$ cat src/rtl/multicycle_ctrl.sv
`default_nettype none
// ============================================================================
//  Module      : multicycle_ctrl
//  Description : Control FSM for a multicycle RV32I-style core. Sequences
//                FETCH / DECODE / EXEC / MEM / WB, holds the instruction
//                register, registers the immediate format and ALU operand
//                select, and decodes the per-cycle datapath strobes.
//                Optional feature macro: MULTICYCLE_CTRL_PERF_CNT_EN adds a
//                32-bit wrapping retired-instruction counter (o_retire_count).
//  Revision    : 1.0 - initial release
// ============================================================================
module multicycle_ctrl (
  input  logic        clk,
  input  logic        rst_n,
  output logic        o_instr_req,
  input  logic        i_instr_ack,
  input  logic [31:0] i_instr_rdata,
  output logic        o_dmem_req,
  output logic        o_dmem_we,
  input  logic        i_dmem_ack,
  input  logic        i_branch_taken,
  output logic [31:0] o_ir,
  output logic [4:0]  o_imm_fmt,
  output logic        o_alu_src_b,
  output logic        o_pc_we,
  output logic [1:0]  o_pc_sel,
  output logic        o_rf_we,
  output logic [1:0]  o_wb_sel,
  output logic        o_retire,
  output logic        o_trap
`ifdef MULTICYCLE_CTRL_PERF_CNT_EN
  ,
  output logic [31:0] o_retire_count
`endif
);

  // Major opcodes
  localparam logic [6:0] c_OPC_LOAD   = 7'b0000011;
  localparam logic [6:0] c_OPC_FENCE  = 7'b0001111;
  localparam logic [6:0] c_OPC_OPIMM  = 7'b0010011;
  localparam logic [6:0] c_OPC_AUIPC  = 7'b0010111;
  localparam logic [6:0] c_OPC_STORE  = 7'b0100011;
  localparam logic [6:0] c_OPC_OP     = 7'b0110011;
  localparam logic [6:0] c_OPC_LUI    = 7'b0110111;
  localparam logic [6:0] c_OPC_BRANCH = 7'b1100011;
  localparam logic [6:0] c_OPC_JALR   = 7'b1100111;
  localparam logic [6:0] c_OPC_JAL    = 7'b1101111;
  localparam logic [6:0] c_OPC_SYSTEM = 7'b1110011;

  // One-hot immediate formats
  localparam logic [4:0] c_FMT_NONE   = 5'b00000;
  localparam logic [4:0] c_FMT_I      = 5'b10000;
  localparam logic [4:0] c_FMT_ISHIFT = 5'b10001;
  localparam logic [4:0] c_FMT_S      = 5'b01000;
  localparam logic [4:0] c_FMT_B      = 5'b00100;
  localparam logic [4:0] c_FMT_U      = 5'b00010;
  localparam logic [4:0] c_FMT_J      = 5'b00001;

  // PC source and write-back source encodings
  localparam logic [1:0] c_PC_PLUS4   = 2'b00;
  localparam logic [1:0] c_PC_REL     = 2'b01;
  localparam logic [1:0] c_PC_JALR    = 2'b10;
  localparam logic [1:0] c_WB_ALU     = 2'b00;
  localparam logic [1:0] c_WB_MEM     = 2'b01;
  localparam logic [1:0] c_WB_PC4     = 2'b10;

  typedef enum logic [2:0] {
    S_IDLE   = 3'd0,
    S_FETCH  = 3'd1,
    S_DECODE = 3'd2,
    S_EXEC   = 3'd3,
    S_MEM    = 3'd4,
    S_WB     = 3'd5,
    S_TRAP   = 3'd6
  } state_t;

  state_t      r_state;
  state_t      w_state_nxt;
  logic [31:0] r_ir;
  logic [4:0]  r_imm_fmt;
  logic        r_alu_src_b;

  logic [6:0]  w_opcode;
  logic [2:0]  w_funct3;
  logic [4:0]  w_rd;
  logic        w_is_load;
  logic        w_is_store;
  logic        w_is_branch;
  logic        w_is_jal;
  logic        w_is_jalr;
  logic        w_is_fence;
  logic        w_is_system;
  logic        w_legal;
  logic [4:0]  w_fmt;
  logic        w_alu_b;

  assign w_opcode    = r_ir[6:0];
  assign w_funct3    = r_ir[14:12];
  assign w_rd        = r_ir[11:7];
  assign w_is_load   = (w_opcode == c_OPC_LOAD);
  assign w_is_store  = (w_opcode == c_OPC_STORE);
  assign w_is_branch = (w_opcode == c_OPC_BRANCH);
  assign w_is_jal    = (w_opcode == c_OPC_JAL);
  assign w_is_jalr   = (w_opcode == c_OPC_JALR);
  assign w_is_fence  = (w_opcode == c_OPC_FENCE);
  assign w_is_system = (w_opcode == c_OPC_SYSTEM);

  // Immediate format / operand-B select and legality from the opcode
  always_comb begin
    w_fmt   = c_FMT_NONE;
    w_alu_b = 1'b0;
    w_legal = 1'b1;
    case (w_opcode)
      c_OPC_LOAD, c_OPC_FENCE, c_OPC_JALR, c_OPC_SYSTEM: begin
        w_fmt   = c_FMT_I;
        w_alu_b = 1'b1;
      end
      c_OPC_OPIMM: begin
        w_fmt   = (w_funct3 == 3'b101) ? c_FMT_ISHIFT : c_FMT_I;
        w_alu_b = 1'b1;
      end
      c_OPC_STORE: begin
        w_fmt   = c_FMT_S;
        w_alu_b = 1'b1;
      end
      c_OPC_BRANCH: begin
        w_fmt   = c_FMT_B;  // comparison uses rs1 vs rs2
      end
      c_OPC_AUIPC, c_OPC_LUI: begin
        w_fmt   = c_FMT_U;
        w_alu_b = 1'b1;
      end
      c_OPC_JAL: begin
        w_fmt   = c_FMT_J;
        w_alu_b = 1'b1;
      end
      c_OPC_OP: begin
        w_fmt   = c_FMT_NONE;
      end
      default: begin
        w_legal = 1'b0;     // also catches ir[1:0] != 2'b11
      end
    endcase
  end

  // State register
  always_ff @(posedge clk or negedge rst_n) begin
    if (!rst_n) begin
      r_state <= S_IDLE;
    end else begin
      r_state <= w_state_nxt;
    end
  end

  // Instruction register: loads only on the acknowledging FETCH edge
  always_ff @(posedge clk or negedge rst_n) begin
    if (!rst_n) begin
      r_ir <= 32'd0;
    end else if ((r_state == S_FETCH) && i_instr_ack) begin
      r_ir <= i_instr_rdata;
    end
  end

  // Decode results registered on leaving DECODE; illegal opcodes clear them
  always_ff @(posedge clk or negedge rst_n) begin
    if (!rst_n) begin
      r_imm_fmt   <= c_FMT_NONE;
      r_alu_src_b <= 1'b0;
    end else if (r_state == S_DECODE) begin
      r_imm_fmt   <= w_legal ? w_fmt : c_FMT_NONE;
      r_alu_src_b <= w_legal & w_alu_b;
    end
  end

  // Next state and strobes; only pc_sel in EXEC and the store completion
  // in MEM look at inputs, so that retire lands on the completing edge
  always_comb begin
    w_state_nxt = r_state;
    o_instr_req = 1'b0;
    o_dmem_req  = 1'b0;
    o_dmem_we   = 1'b0;
    o_pc_we     = 1'b0;
    o_pc_sel    = c_PC_PLUS4;
    o_rf_we     = 1'b0;
    o_wb_sel    = c_WB_ALU;
    o_retire    = 1'b0;
    o_trap      = 1'b0;
    case (r_state)
      S_IDLE: begin
        w_state_nxt = S_FETCH;
      end
      S_FETCH: begin
        o_instr_req = 1'b1;
        if (i_instr_ack) begin
          w_state_nxt = S_DECODE;
        end
      end
      S_DECODE: begin
        w_state_nxt = w_legal ? S_EXEC : S_TRAP;
      end
      S_EXEC: begin
        if (w_is_load || w_is_store) begin
          w_state_nxt = S_MEM;
        end else if (w_is_fence || w_is_system) begin
          o_pc_we     = 1'b1;
          o_retire    = 1'b1;
          w_state_nxt = S_FETCH;
        end else if (w_is_branch) begin
          o_pc_we     = 1'b1;
          o_retire    = 1'b1;
          o_pc_sel    = i_branch_taken ? c_PC_REL : c_PC_PLUS4;
          w_state_nxt = S_FETCH;
        end else begin
          w_state_nxt = S_WB;
        end
      end
      S_MEM: begin
        o_dmem_req = 1'b1;
        o_dmem_we  = w_is_store;
        if (i_dmem_ack) begin
          if (w_is_store) begin
            o_pc_we     = 1'b1;
            o_retire    = 1'b1;
            w_state_nxt = S_FETCH;
          end else begin
            w_state_nxt = S_WB;
          end
        end
      end
      S_WB: begin
        o_rf_we     = (w_rd != 5'd0);   // x0 is never written
        o_pc_we     = 1'b1;
        o_retire    = 1'b1;
        w_state_nxt = S_FETCH;
        if (w_is_load) begin
          o_wb_sel = c_WB_MEM;
        end else if (w_is_jal || w_is_jalr) begin
          o_wb_sel = c_WB_PC4;
        end
        if (w_is_jal) begin
          o_pc_sel = c_PC_REL;
        end else if (w_is_jalr) begin
          o_pc_sel = c_PC_JALR;
        end
      end
      S_TRAP: begin
        o_trap = 1'b1;                  // sticky until reset
      end
      default: begin
        w_state_nxt = S_IDLE;
      end
    endcase
  end

  assign o_ir        = r_ir;
  assign o_imm_fmt   = r_imm_fmt;
  assign o_alu_src_b = r_alu_src_b;

`ifdef MULTICYCLE_CTRL_PERF_CNT_EN
  logic [31:0] r_retire_count;

  // Retired-instruction counter, wraps naturally at 32 bits
  always_ff @(posedge clk or negedge rst_n) begin
    if (!rst_n) begin
      r_retire_count <= 32'd0;
    end else if (o_retire) begin
      r_retire_count <= r_retire_count + 32'd1;
    end
  end

  assign o_retire_count = r_retire_count;
`endif

endmodule
`default_nettype wire

$ cat config.mk
export PLATFORM = sky130hd
export DESIGN_NAME = multicycle_ctrl
export DESIGN_NICKNAME = d
export VERILOG_FILES = /design/src/rtl/multicycle_ctrl.sv
export SDC_FILE = /design/constraint.sdc
export NUM_CORES = 1
export LEC_CHECK = 0
export BUFFER_PORTS_ARGS = -buffer_cell sky130_fd_sc_hd__buf_2
export CORE_ASPECT_RATIO = 1.5
export CORE_MARGIN = 2
export CORE_UTILIZATION = 48
export DETAILED_ROUTE_END_ITERATION = 8
export GPL_ROUTABILITY_DRIVEN = 0
export GPL_TIMING_DRIVEN = 0
export PLACE_DENSITY = 0.9
export SLEW_MARGIN = 20
export SYNTH_ARGS = -nofsm -noshare
export SYNTH_HDL_FRONTEND = slang
export SYNTH_SLANG_ARGS = --single-unit
$ cat constraint.sdc
create_clock -name clk -period 2.25 [get_ports clk]
set_clock_uncertainty 0.05 [all_clocks]
set_input_delay 0.1125 -clock clk [delete_from_list [all_inputs] [get_ports clk]]
set_output_delay 0.1125 -clock clk [all_outputs]
set_load 0.05 [all_outputs]
# --- After elaboration in Yosys (flattened, before gate mapping) ---
# Index checks and enable logic that the tools add are counted.
word_totals:
  regBits: 41
  latchBits: 0
  mem_bits_rw: 0
  mem_bits_ro: 0
  inputBits: 37
  out_inout_bits: 49
  elab_cells: 72
  memories: 0
classes:
  addsub: 0
  mul: 0
  n_div: 0
  magnitude_cmp: 0
  n_eq_ne: 20
  n_shift: 0
  n_mux: 34
  n_bitwise: 2
  reduce_logical: 12
op_table:
  columns: ["cell", "n"]
  rows:
  - ["5-bit one-hot mux with 6 select lines", 1]
  - ["7-bit == test (second input constant)", 4]
  - ["7-bit by 6-bit == test with 1-bit output (second input constant)", 3]
  - ["3-bit 2-to-1 mux", 7]
  - ["3-bit one-hot mux with 6 select lines", 1]
  - ["1-bit 2-to-1 mux", 17]
  - ["7-bit by 5-bit == test with 1-bit output (second input constant)", 2]
  - ["3-bit == test (second input constant)", 4]
  - ["11-bit OR reduction", 1]
  - ["2-bit 2-to-1 mux", 5]
  - ["9-bit OR reduction", 1]
  - ["7-bit by 2-bit == test with 1-bit output (second input constant)", 1]
  - ["7-bit by 4-bit == test with 1-bit output (second input constant)", 1]
  - ["3-bit by 2-bit == test with 1-bit output (second input constant)", 2]
  - ["5-bit 2-to-1 mux", 1]
  - ["5-bit nonzero test", 1]
  - ["2-bit inequality test (second input constant)", 2]
  - ["2-bit one-hot mux with 2 select lines", 1]
  - ["2-bit OR reduction", 2]
  - ["4-bit OR reduction", 1]
  - ["3-bit by 1-bit == test with 1-bit output (second input constant)", 1]
  - ["3-bit zero test", 1]
  - ["1-bit logical OR", 3]
  - ["1-bit one-hot mux with 3 select lines", 1]
  - ["other kinds (4)", 4]

# --- Depth between registers and ports, before layout ---
# Gate-level depths: netlist (run 1).
depth:
  ltp_word: 5
  depth_mapped: 7
  depth_no_buf: 4

# --- Least setup slack after synthesis (run 1) ---
# Ideal clock, no wire load.
synth_path:
  kind: "flip-flop to output port"
  startpoint: "reg r_ir[0] (netlist: o_ir[0])"
  endpoint: "out o_retire"
  arrival_ps: 2762
  t_required_ps: 2088
  setup_slack_ps: -675
  stages_incl_launch_ff: 6
  path_cell_list: "dfrtp_1 and3b_1 and3_1 nand3_1 o21ai_0 buf_4"
synth_via:
  elab_chain_cells: 5
synth_rtl:
  columns: ["item", "line", "source"]
  rows:
  - ["from (decl)", "79", "logic [31:0] r_ir;"]
  - ["from (signal assigned)", "160", "r_ir <= i_instr_rdata;"]
  - ["7-bit == test, or another cell as far along", "102", "assign w_is_branch = (w_opcode == c_OPC_BRANCH);"]
  - ["1-bit 2-to-1 mux or 1-bit logical OR (tied branches)", null, null]
  - ["1-bit 2-to-1 mux (2 in series)", null, null]
  - ["1-bit one-hot mux with 3 select lines *", null, null]
  - ["to (decl)", "29", "output logic o_retire,"]
# Mark *: on every way between the ends. The rest lies on a longest branch, timed or not.

# --- Worst setup path in the final report (run 1) ---
layout_path:
  startpoint: "reg r_ir[5] (netlist: o_ir[5])"
  endpoint: "out o_retire"
layout_via:
  elab_chain_cells: 5
layout_rtl:
  columns: ["item", "line", "source"]
  rows:
  - ["7-bit == test, or another cell as far along", "102", null]
  - ["1-bit 2-to-1 mux or 1-bit logical OR (tied branches)", "208, 204", null]
  - ["1-bit 2-to-1 mux", "204", "end else if (w_is_fence || w_is_system) begin"]
  - ["1-bit 2-to-1 mux", "202", "if (w_is_load || w_is_store) begin"]
  - ["1-bit one-hot mux with 3 select lines *", "188", "case (r_state)"]
# Marked as above.

==> results.ini, run 1 <==
[cells_and_area]
layout_common_cells=buf_2, dfrtp_1, mux2_4, dlygate4sd3_1, nand2_1
fill_cells=311
multi_input_area_sq_um=999.7
final_nets=312
drive_above_1_share_pct=52.17
antenna_cells=0
layout_commonest_cell=buf_2
seq_area_sq_um=1026
syn_to_final_growth_pct=37.00

[setup_path]
crit_arrival_ns=2.02
crit_fanout=10
startpoint_type=register
crit_type=reg2out
cp.required_ns=2.09
end_kind=output port

[grt]
gr-total-overflow=0
grt_max_degree=42
grt_pass1_vias=1796
track_usage_pct=22.19
grt_pass1_wl_um=8376
antenna_found_initial=0

[clock_tree]
clk_latency_ns=0.29
cts.sinks=41
cts_tree=built
clockBufferDepth=2
clkTransAtPathRegs_ns=0.07
htree_levels=2
root_buffer=clkbuf_8
cts_buffers=5

[floorplanning]
die_h_um=85.34
initial_core_util_pct=49.87
dieArea_sq_um=4969
rows=29
core-area_sq_um=4245
chipWidth_um=58.23
ios=86

[drt]
ant_nets=0
post_drt_via_cell_ratio=5.475
wirelength_um=5212
drc_errors=0
wl_per_cell_um=16.19
drtPass1Iterations=4
vias=1763
drtIter0Drc=56

[yosys]
yosys_warnings=0
synth-edff-count=0
syn-num-nets=206
synthTopCellsByArea=dfrtp_1, mux2_4, buf_12, nand2_1, a21oi_1
syn-cell-area_sq_um=2117
synth_ff_type=dfrtp_1
syn_avg_cell_area_sq_um=12.53
async_flop_share_pct=100.0
synth-seq-cells=41
synth_top_area_share_pct=48.46
yosysUniqueCellTypes=41
synth_top_area_cell=dfrtp_1
synth-seq-area-share_pct=48.46
synthCells=169

[timing]
max_freq_mhz=458.5
hold_viol_final=0
slew_viol_final=0
finalWorstSetupSlack_ns=0.06880
relSlewSlack_pct=40.53
fin_tns_setup_ns=0
rsz0062_at_grt=false
finalCritPeriodShare_pct=96.94
setup_viol=0
period_minus_slack_ns=2.181
tightestPinTransition_ns=0.8921

[hold_path]
hp-class=in2reg

[pwr]
ir_drop_uv=534.2
powerDensity_nw_per_um2=486.6
p_leak_nw=1.530

[placement]
portBuffers=85
pre_cts_ws_ns=0.2221
dp_hpwl_um=3746

[flow_run]
drv_cap=0

[run_status]
outcome=completed

-- cell families (layout without fill, tap and decap cells) --
group / after synthesis / in the layout / share of synthesized area, %
buf+inv: 14 / 121 / 6.087
mux: 32 / 32 / 21.93
simple gates: 53 / 53 / 14.18
compound gates: 29 / 29 / 9.339
flops: 41 / 41 / 48.46
-- cell usage after synthesis, drive strengths merged, types with 3 or more instances --
cell    number
a22o         3
nand2       12
nor3         3
nor3b        5
inv          3
nand3        5
dfrtp       41
o21ai        5
nor2         8
nand2b       4
mux2        31
a21oi        7
nand3b       3
nor2b        4
buf         10
-- layout make-up --
cell class              count  area share [%]
flip-flops and latches     41           35.38
multi-input cells         114           34.47
repair buffers             99           19.59
plain buffers              11           4.185
clock buffers               7           2.977
well taps                  46           1.984
clock inverters             1           1.035
inverters                   3          0.3883
-- stage by stage --
stage	util [%]	cell area [sq um]	hold slack, ns	cells	total power, mW
floorplan	-	2136	-0.2331	169	0.7528
global placement	61.69	2619	0.2198	300	0.7957
detailed placement	61.69	2619	0.2427	300	0.7987
CTS	67.76	2877	0.0002929	321	1.418
global route	68.32	2900	0.0007394	322	1.455
finish	68.32	2900	0.001994	322	1.411
-- report_power, final --
group / internal [mW] / switching [mW] / leakage [nW] / total (mW)
Clock: 0.362 / 0.247 / 0.0585 / 0.609
Combinational: 0.0388 / 0.0273 / 0.914 / 0.0661
Sequential: 0.736 / 0 / 0.557 / 0.736
Total: 1.14 / 0.275 / 1.53 / 1.41
-- per-layer routing --
layer  track usage [%]  wire, um
met2             40.70      2914
met3             4.573       286
met1             24.04      1918
met4             9.091        93
met5                 0         0
-- critical path, stage by stage (launching register included) --
cell and delay, ns:
dfrtp_1 0.42, buf_4 0.20, or2_2 0.31, o32ai_4 0.28, a21oi_1 0.12, o21ai_2 0.10
buf_4 0.12, buf_4 0.18
-- what timing repair did --
item	CTS	global route
gates resized for setup	3	3
hold buffers	13	1
hold endpoints to repair	53	1
endpoints found under the setup margin	2	2
pin swaps	0	0
setup buffers	0	0
-- path summary, 6_finish.rpt --
| path | end | cells past startpoint | start | slack [ns] |
|---|---|---|---|---|
| setup / recovery | o_retire | 7 | o_ir[5]$_DFFE_PN0P_ | 0.07 |
| hold / removal | o_ir[11]$_DFFE_PN0P_ | 2 | i_instr_rdata[11] | 0.002 |
| setup reg to reg | o_ir[25]$_DFFE_PN0P_ | 6 | r_state[1]$_DFFE_PN0P_ | 0.57 |
| hold reg to reg | o_imm_fmt[1]$_DFFE_PN0P_ | 2 | o_imm_fmt[1]$_DFFE_PN0P_ | 0.43 |
| max in group asynchronous | o_ir[5]$_DFFE_PN0P_ | 2 | rst_n | 1.15 |
| min in group asynchronous | o_ir[17]$_DFFE_PN0P_ | 2 | rst_n | 0.43 |
-- registers in the layout (all words and copies together), names as in the netlist --
register and cells:
o_ir 32, o_alu_src_b 1, r_state 3, o_imm_fmt 5
No activity file was read; power rests on OpenSTA's default activity.
==> run 2: changes to the inputs <==
MAX_ROUTING_LAYER = met4   (was default)
SETUP_SLACK_MARGIN = 0.3   (was default)
==> run 2 against run 1 <==
The flow now finishes with violations (negative hold slack); flip-flop and latch count unchanged; design area increased by 12%; first-iteration DRC count increased by 27%; die area unchanged; clock-buffer cell count unchanged; via count increased by 9.3%; setup slack improved by 0.24 ns; critical endpoint unchanged; largest cell class is now multi-input gates.
==> results.ini, run 2 (synthesis gave the netlist of run 1 again) <==
[run_status]
outcome=complete, but fails checks
failed_checks=negative hold slack

[setup_path]
crit_arrival_ns=1.78
end_kind=output port
slowest_delay_ns=0.40
crit_fanout=2
cpMaxStageDelayCell=dfrtp_1
critPathLaunch=o_ir[5]$_DFFE_PN0P_
reg2reg_slack_ns=0.56
r2r_cells=6
crit_type=reg2out
cp.required_ns=2.09
r2r-end=o_alu_src_b$_DFFE_PN0P_
crit_buf_inv=3
startpoint_type=register
timing.rr.start=o_ir[5]$_DFFE_PN0P_
path_cells=buf_6, or2_4, o32ai_4, a21oi_2, o21ai_2, buf_4, buf_8
path_delay_family=compound AO/OA/AOI/OAI gates

[grt]
grt_pass1_vias=1978
gr-total-overflow=0
grt_max_degree=42
antenna_found_initial=0
track_usage_pct=26.05
grt_pass1_wl_um=9446

[timing]
hold_viol_final=1
holdWs_ns=-0.00008379
relSlewSlack_pct=39.86
setup_viol=0
rsz0062_at_grt=true
finalCritPeriodShare_pct=86.31
finalWorstSetupSlack_ns=0.3080
fin_tns_setup_ns=0
slew_viol_final=0
max_freq_mhz=514.9
tightestPinTransition_ns=0.9021
period_minus_slack_ns=1.942

[flow_run]
drv_cap=0

[drt]
drtPass1Iterations=5
vias=1927
post_drt_via_cell_ratio=5.506
drtIter0Drc=71
drc_errors=0
wirelength_um=6295
wl_per_cell_um=17.99
ant_nets=0

[floorplanning]
rows=29
core-area_sq_um=4245
ios=86
chipWidth_um=58.23
die_h_um=85.34
dieArea_sq_um=4969
initial_core_util_pct=49.87

[cells_and_area]
largest_reg_flops=32
drive_above_1_share_pct=54.93
syn_to_final_growth_pct=52.96
layout_commonest_cell=buf_2
final_nets=340
layout_common_cells=buf_2, dfrtp_1, dlygate4sd3_1, mux2_4, buf_4
final_util_pct=76.27
antenna_cells=0

[clock_tree]
htree_levels=2
cts_tree=built
cts.sinks=41
cts_buffers=5
clockBufferDepth=2
clk_latency_ns=0.30
root_buffer=clkbuf_8
clkTransAtPathRegs_ns=0.08

[placement]
portBuffers=85
dp_hpwl_um=3669
pre_cts_ws_ns=0.2123

[hold_path]
hp-start=i_instr_rdata[7]
min_to=o_ir[7]$_DFFE_PN0P_
hp-class=in2reg
holdPathStages=2

[pwr]
p_leak_nw=1.661
ir_drop_uv=462.6
powerDensity_nw_per_um2=445.6

-- run 2: changes by cell type in the layout (fill, tap and decap cells not counted), moves of 2 or more --
cell / before / now
dfrtp_2: 0 / 4
or2_4: 0 / 2
clkbuf_4: 0 / 3
dlygate4sd3_1: 14 / 30
buf_4: 3 / 16
a21oi_2: 0 / 2
buf_2: 87 / 80
a21oi_1: 7 / 5
buf_6: 1 / 4
or2_2: 2 / 0
dfrtp_1: 41 / 37
-- run 2: what timing repair did --
action                     CTS  global route
pin swaps                    2             3
setup endpoints to repair    6             7
hold endpoints to repair    69             1
resized for setup           19            16
hold buffers                29             1
buffers inserted             6             6
-- run 2: worst max-delay path by stage --
stage	end	cells after the start
2_1_floorplan	o_retire	6
3_3_place_gp	o_retire	7
3_5_place_dp	o_retire	7
4_1_cts	o_retire	6
5_1_grt	o_retire	7
6_report	o_retire	7
-- run 2: metrics by stage --
step	cell area [sq um]	power, mW	std cells
after floorplan	2140	0.7528	169
after global placement	2623	0.7958	300
after detailed placement	2623	0.7990	300
after CTS	3148	1.448	343
after global routing	3238	1.490	350
final	3238	1.443	350
-- run 2: per-layer routing --
| metal | wire [um] | GRT usage [%] |
|---|---|---|
| met3 | 312 | 4.116 |
| met5 | 0 | - |
| met4 | 246 | 10.78 |
| met2 | 3454 | 46.18 |
| met1 | 2281 | 28.17 |
-- run 2: cell type report --
| class | count | area [sq um] |
|---|---|---|
| multi-input combinational | 114 | 1044 |
| sequential | 41 | 1031 |
| fill | 269 | 1007 |
| timing repair buffer | 127 | 838.3 |
| buffer | 11 | 140.1 |
| clock buffer | 7 | 86.33 |
| tap | 46 | 57.56 |
| clock inverter | 1 | 30.03 |
| inverter | 3 | 11.26 |
-- run 2: report_power, final --
| group | internal, mW | leakage, nW | total (mW) | switching, mW |
|---|---|---|---|---|
| Clock | 0.362 | 0.0585 | 0.616 | 0.255 |
| Sequential | 0.736 | 0.553 | 0.736 | 0 |
| Combinational | 0.0570 | 1.05 | 0.0905 | 0.0334 |
==> run 3: changes to the inputs <==
clock period = 2 ns   (was 2.25 ns; I/O delays follow)
==> run 3 against run 2 <==
The run now ends clean; via count increased by 2.1%; sequential share of layout area is 2.0 points lower; die area did not move; power is 1.8% higher; clock power fell by 13%.
==> results.ini, run 3 (synthesis gave the netlist of run 1 again) <==
[setup_path]
slowest_delay_ns=0.43
crit_type=reg2out
cpMostUsedCell=buf_6
r2r_cells=6
cp.required_ns=1.85
crit_fanout=3
end_kind=output port
r2r-end=o_ir[29]$_DFFE_PN0P_
path_cells=buf_6, nand3b_1, o32ai_4, a21oi_2, o21ai_4, buf_6, buf_8
crit_arrival_ns=1.76
cpMaxStageDelayCell=dfrtp_2
reg2reg_slack_ns=0.26
startpoint_type=register
timing.rr.start=r_state[2]$_DFFE_PN0P_

[cells_and_area]
syn_to_final_growth_pct=63.95
layout_common_cells=buf_2, dlygate4sd3_1, dfrtp_1, mux2_4, buf_4
final_cell_area_sq_um=3471
final_nets=351
layout_commonest_cell=buf_2
final_util_pct=81.76
largest_reg_flops=32
antenna_cells=0
drive_above_1_share_pct=59.68

[hold_path]
holdPathStages=2
min_to=o_ir[24]$_DFFE_PN0P_
hp-class=in2reg
hp-start=i_instr_rdata[24]

[floorplanning]
ios=86
dieArea_sq_um=4969
core-area_sq_um=4245
initial_core_util_pct=49.87
die_h_um=85.34
chipWidth_um=58.23
rows=29

[pwr]
p_leak_nw=1.748
powerDensity_nw_per_um2=423.1
ir_drop_uv=505.7

[placement]
portBuffers=85
dp_hpwl_um=3668
dpl-instance-area_sq_um=2683
pre_cts_ws_ns=0.07110

[timing]
rsz0062_at_grt=true
holdWs_ns=0.01988
max_freq_mhz=523.4
period_minus_slack_ns=1.910
finalWorstSetupSlack_ns=0.08957
finalCritPeriodShare_pct=95.52
setup_viol=0
relSlewSlack_pct=38.49
hold_viol_final=0
slew_viol_final=0
fin_tns_setup_ns=0
tightestPinTransition_ns=0.9226

[grt]
grt_max_degree=42
track_usage_pct=25.95
antenna_found_initial=0
grt_pass1_wl_um=9480
gr-total-overflow=0
grt_pass1_vias=1987

[drt]
wirelength_um=6279
drtPass1Iterations=4
ant_nets=0
post_drt_via_cell_ratio=5.452
wl_per_cell_um=17.39
drtIter0Drc=62
drc_errors=0
vias=1968

[clock_tree]
cts_tree=built
clkTransAtPathRegs_ns=0.08
htree_levels=2
cts_buffers=5
clockBufferDepth=2
root_buffer=clkbuf_8
clk_latency_ns=0.29
cts.sinks=41

[run_status]
outcome=completed

[flow_run]
drv_cap=0

[run 3: cell types whose count changed in the layout (fill, tap and decap cells not counted), sizes merged]
cell / change
buf: +8
dlygate4sd3: +3
clkbuf: -2
clkinv: +2
bufinv: -1
clkinvlp: +1
[run 3: how the worst max path moves through the flow]
stage	from	to	slack, ns
5_1_grt	o_ir[5]$_DFFE_PN0P_	o_pc_sel[1]	0.003
6_report	o_ir[4]$_DFFE_PN0P_	o_retire	0.09
3_3_place_gp	o_ir[3]$_DFFE_PN0P_	o_retire	0.10
3_5_place_dp	o_ir[3]$_DFFE_PN0P_	o_retire	0.07
4_1_cts	o_ir[4]$_DFFE_PN0P_	o_retire	0.10
2_1_floorplan	r_state[1]$_DFFE_PN0P_	o_ir[0]$_DFFE_PN0P_	0.02
[run 3: what timing repair did]
action / CTS / global route
pin swaps: 2 / 6
hold buffers: 33 / 0
endpoints found under the hold margin: 73 / 0
gates resized for setup: 31 / 11
endpoints found under the setup margin: 7 / 35
cloned: 0 / 3
setup buffers: 10 / 7
[run 3: worst max-delay path, delay by kind of cell, from the launching register on]
family | cells | cell delay, ns
AOI/OAI and AO/OA | 3 | 0.49
buffers and inverters | 3 | 0.36
and+or+nand+nor | 1 | 0.18
DFF | 1 | 0.43
[run 3: metrics by stage]
stage / total power, mW / instances
3_3_place_gp: 0.8956 / 300
6_report: 1.468 / 361
3_5_place_dp: 0.8988 / 300
2_1_floorplan: 0.8468 / 169
5_1_grt: 1.521 / 361
4_1_cts: 1.478 / 351
[run 3: report_power, final]
| part | switching, mW | internal [mW] |
|---|---|---|
| clock | 0.294 | 0.241 |
| combinational | 0.0378 | 0.0679 |
| sequential | 0 | 0.828 |
[run 3: final cells by class]
type                       instances  area [sq um]
inverter                           3         11.26
tap                               46         57.56
sequential                        41          1036
clock buffer                       5         68.82
buffer                            11         156.4
multi-input combinational        114          1112
fill                             236         774.5
clock inverter                     3         17.52
timing repair buffer             138          1011
[run 3: layer usage]
metal  share of wire [%]  GRT usage (%)  vias to the layer above
li1                    -              -                      897
met1                  38          30.92                      976
met2                  55          43.39                       76
met3                 4.0          3.354                       19
met4                 3.2          10.99                        0
met5                   0              -                        -
